$ cat src/rtl/clock_works_divider.sv
// clock_works_divider
// Free-running power-of-two divider for the board clock.
// With SLOW >= 1 it holds an SLOW-bit counter div that advances on every clk
// edge. clk_out is the counter MSB (50 % duty cycle, period 2^SLOW).
// With SLOW = 0 the board clock is passed straight through.
//
// Ports
//   clk     in   board clock, the only clock
//   resetn  in   synchronous active-low reset (clears div)
//   clk_out out  divided clock (div MSB, or clk itself when SLOW = 0)
//   tick    out  high for the first clk cycle of each clk_out high phase
//   wrap    out  high when div is all-ones, so it returns to 0 on this edge
module clock_works_divider #(
  parameter int SLOW = 22
) (
  input  logic clk,
  input  logic resetn,
  output logic clk_out,
  output logic tick,
  output logic wrap
);

  generate
    if (SLOW == 0) begin : g_bypass
      // Without a divider every edge counts as a wrap and every cycle is a tick.
      assign clk_out = clk;
      assign tick    = 1'b1;
      assign wrap    = 1'b1;
    end else begin : g_div
      localparam logic [SLOW-1:0] HALF = SLOW'(1) << (SLOW - 1);

      // The initial value is the power-up state when no resetn pulse arrives.
      logic [SLOW-1:0] r_div = '0;

      always_ff @(posedge clk) begin
        if (!resetn) begin
          r_div <= '0;
        end else begin
          r_div <= r_div + 1'b1;
        end
      end

      assign clk_out = r_div[SLOW-1];
      assign tick    = (r_div == HALF);
      assign wrap    = &r_div;
    end
  endgenerate

endmodule

$ cat src/rtl/clock_works.sv
// clock_works
// Board clock divider plus a reset stretcher for the divided domain.
// resetn_out is held low for RST_CYCLES full slow-clock periods after resetn
// is released. It only rises on the clk edge where div wraps, and that edge
// is a clk_out falling edge, so the slow domain never sees its reset release
// on a rising edge.
//
// Parameters
//   SLOW        divide exponent (0..30); slow period = 2^SLOW clk cycles
//   RST_CYCLES  slow periods resetn_out stays low after release (1..255)
//
// Ports
//   clk         in   board clock (25 MHz), the only clock
//   resetn      in   synchronous active-low reset
//   clk_out     out  divided clock
//   resetn_out  out  active-low reset for the clk_out domain
//   tick        out  one-clk pulse per slow period
module clock_works #(
  parameter int SLOW       = 22,
  parameter int RST_CYCLES = 16
) (
  input  logic clk,
  input  logic resetn,
  output logic clk_out,
  output logic resetn_out,
  output logic tick
);

  localparam logic [7:0] RST_CNT = 8'(RST_CYCLES);

  logic       w_wrap;
  // The initial values put the downstream logic in reset at power-up.
  logic [7:0] r_rcnt       = 8'd0;
  logic       r_resetn_out = 1'b0;

  clock_works_divider #(
    .SLOW (SLOW)
  ) u_div (
    .clk     (clk),
    .resetn  (resetn),
    .clk_out (clk_out),
    .tick    (tick),
    .wrap    (w_wrap)
  );

  // Reset wins over a coincident wrap. rcnt saturates at RST_CNT, and
  // resetn_out rises on the same edge that rcnt reaches RST_CNT.
  always_ff @(posedge clk) begin
    if (!resetn) begin
      r_rcnt       <= 8'd0;
      r_resetn_out <= 1'b0;
    end else if (w_wrap && (r_rcnt != RST_CNT)) begin
      r_rcnt <= r_rcnt + 8'd1;
      if ((r_rcnt + 8'd1) == RST_CNT) begin
        r_resetn_out <= 1'b1;
      end
    end
  end

  assign resetn_out = r_resetn_out;

endmodule

$ cat config.mk
export PLATFORM = sky130hd
export DESIGN_NAME = clock_works
export DESIGN_NICKNAME = d
export VERILOG_FILES = /design/src/rtl/clock_works_divider.sv /design/src/rtl/clock_works.sv
export SDC_FILE = /design/constraint.sdc
export NUM_CORES = 1
export LEC_CHECK = 0
export ABC_AREA = 1
export CORE_MARGIN = 10
export CORE_UTILIZATION = 47
export DETAILED_ROUTE_END_ITERATION = 8
export MAX_ROUTING_LAYER = met4
export PLACE_DENSITY = 0.67
export SYNTH_ARGS = -nofsm -noshare
export SYNTH_HDL_FRONTEND = slang
export SYNTH_SLANG_ARGS = --single-unit
$ cat constraint.sdc
create_clock -name clk -period 1.9 [get_ports clk]
set_clock_uncertainty 0.2 [all_clocks]
set_input_delay 0.19 -clock clk [delete_from_list [all_inputs] [get_ports clk]]
set_output_delay 0.19 -clock clk [all_outputs]
set_load 0.005 [all_outputs]
==> reports/results.tsv <==
metric	value	unit
Num CTS Buffers	5	
static leakage power	0.9511	nW
fillcell total	356	
Critical Path RT	1.88	ns
worst-path fanout max	8	
synthesized area per cell	7.072	sq um
area of the die	6555	sq um
CTS Sinks	31	
post-synthesis sequential area ratio	35.53	%
Synth Warn #	0	
max incr delay on CP	0.33	ns
Seq cells post-synth	31	
DRT antenna net count	0	
cell area after layout	2157	sq um
dpl cell area	1981	sq um
final setup margin	0.09631	ns
overall die width	80.96	um
worst slew pin tran	0.6080	ns
post-DR wirelength/cell	11.62	um
Slew Viols, Final	0	
DRT iter0 DRCs	117	
largest net degree at the start of global routing	17	
HP Class	reg -> reg	
TritonRoute pass-1 iters	4	
Seq. cell area	625.6	sq um
CP Capture Type	flop	
DP Wirelength	2766	um
Worst IR Drop VDD	318.4	uV
Setup-failing EPs final	0	
Root Driver	clkbuf_8	
Worst Setup Path Type	reg -> reg	
status	finished, final reports clean	
pre-CTS WS	-0.08865	ns
I/O Buffers	4	
Core Area	3633	sq um
f_max	554.4	MHz
total power	1.282	mW
total gr overflow	0	
number of antenna violations at the first check in global routing	0	
Worst-path clk slew	0.07	ns
Post-Syn Instances	247	
first-pass GRT wire length	6299	um
area of the mapped netlist	1747	sq um
antenna diode count	0	
clock tree buffer depth	2	
starting density of the core	48.07	%
pwr dens	594.4	nW/um^2
synthesis-to-finish area growth	23.50	%
share of cells above drive strength 1	26.16	%
RSZ-0062 raised after global routing	yes	
die extent in y	80.96	um
Via density	4.930	
vias in the first global route	1470	
Setup Total Neg Slack	0	ns
post-layout min period	1.804	ns
DRC viols	0	
CP cell instances	buf_4 > ha_4 > nand2_1 > inv_2 > nand2_4 > nor2_8 > nand2_4 > nor2_8 > nand2_8 > clkinv_8 > nand2_1 > nand2_1 > nor2_2	
Rows	22	
Final GP Congestion	0.8812	
Hold Vio Cnt, Final	0	
max-cap viol count	0	
footprint of the multi-input gates	1018	sq um
Nets	285	
Ports	5	
Slowest cell on crit path	dfxtp_2	
CTS tree	done	
Total GRT Usage	12.32	%
CP most frequent cell	nand2_1	
H-tree Lvls	2	
period utilisation layout	94.93	%
Setup crit start kind	flop	
Cell variety after synth	27	
crit path DAT	1.78	ns
via count	1612	
worst slew margin relative to its limit	59.43	%
syn_nets	254	
Post-Route WL	3801	um
worst-skew pair later-pin latency	0.28	ns
[cell usage in the layout (no fill, tap or decap), types with 10 or more instances in the layout]
master,n
a21oi_1,12
nor2_2,12
inv_1,30
nand2_1,49
nand3_1,16
buf_4,21
nor3_1,10
dfxtp_1,27
nor2_1,29
[synth_stat cells]
cell type	instances	area [sq um]
nand2_1	50	187.7
inv_1	32	120.1
dfxtp_1	31	620.6
nor2_1	31	116.4
nand3_1	17	85.08
a21oi_1	12	60.06
nor2_2	10	62.56
nor3_1	10	50.05
nand4_1	7	43.79
o21ai_0	7	35.03
ha_1	5	62.56
a21oi_2	4	35.03
inv_2	4	15.01
nand2_4	4	45.04
nor3_2	3	30.03
nor4_1	3	18.77
xor2_1	3	26.28
a211oi_1	2	15.01
nand3b_1	2	15.01
nor2_8	2	40.04
o21a_1	2	15.01
buf_1	1	3.750
buf_2	1	5.000
clkinv_8	1	16.27
nand2_2	1	6.260
nor2_4	1	11.26
o21ai_1	1	5.000
[sequential cells by signal (all words and copies together) (netlist names)]
register / cells
resetn_out: 1
u_div.g_div.r_div: 22
r_rcnt: 8
[report_power, final]
group          total (mW)  internal (mW)  switching (mW)
Combinational      0.0517         0.0215          0.0302
Clock               0.572          0.330           0.241
Sequential          0.659          0.656         0.00308
[routing by layer]
layer	track usage, %	vias to the layer above	routed length [um]
li1	-	857	-
met1	15.18	714	1829
met2	18.71	36	1718
met3	3.974	5	201
met4	3.806	0	51
met5	-	-	0
[worst max-delay path, delay by kind of cell (launching register included)]
family | cells | cell delay (ns)
AND/OR/NAND/NOR | 9 | 0.73
adder cells (fa/ha/maj) | 1 | 0.13
buffers and inverters | 3 | 0.30
flip-flops | 1 | 0.33
[worst paths after layout]
path	startpoint	endpoint	slack, ns	cells past startpoint
min	resetn_out$_SDFFE_PN0P_	resetn_out$_SDFFE_PN0P_	0.26	2
max	u_div.g_div.r_div[0]$_SDFF_PN0_	r_rcnt[6]$_SDFFE_PN0P_	0.1	13
min reg2reg	resetn_out$_SDFFE_PN0P_	resetn_out$_SDFFE_PN0P_	0.26	2
max reg2reg	u_div.g_div.r_div[0]$_SDFF_PN0_	r_rcnt[6]$_SDFFE_PN0P_	0.1	13
[cell families (layout without fill, tap and decap cells)]
logic type	after synthesis	in the layout	share of synthesized area (%)
fa+ha+maj	5	5	3.582
simple gates	141	141	40.76
compound gates	28	28	9.455
flops	31	31	35.53
xor+xnor	3	3	1.505
buf+inv	39	71	9.169
[repair_timing]
action | in CTS | in global routing
pin swaps | 3 | 8
endpoints found under the setup margin | 1 | 9
cloned | 0 | 1
setup buffers | 0 | 2
resized for setup | 5 | 15
hold buffers | 0 | 0
[through the flow]
stage	utilization (%)	cells	hold WS (ns)
after floorplan	-	247	0.1284
after global placement	54.51	316	0.2418
after detailed placement	54.51	316	0.2544
after CTS	57.30	324	0.2640
after global routing	59.37	327	0.3106
final	59.37	327	0.2605
[cell type report]
cell class | instances | share of cell area [%]
timing repair inverter | 1 | 0.4060
inverter | 37 | 7.019
tap | 48 | 2.784
clock buffer | 8 | 4.640
sequential | 31 | 29.00
multi-input combinational | 177 | 47.22
timing repair buffer | 25 | 8.933
(Power assumes the default switching activity.)
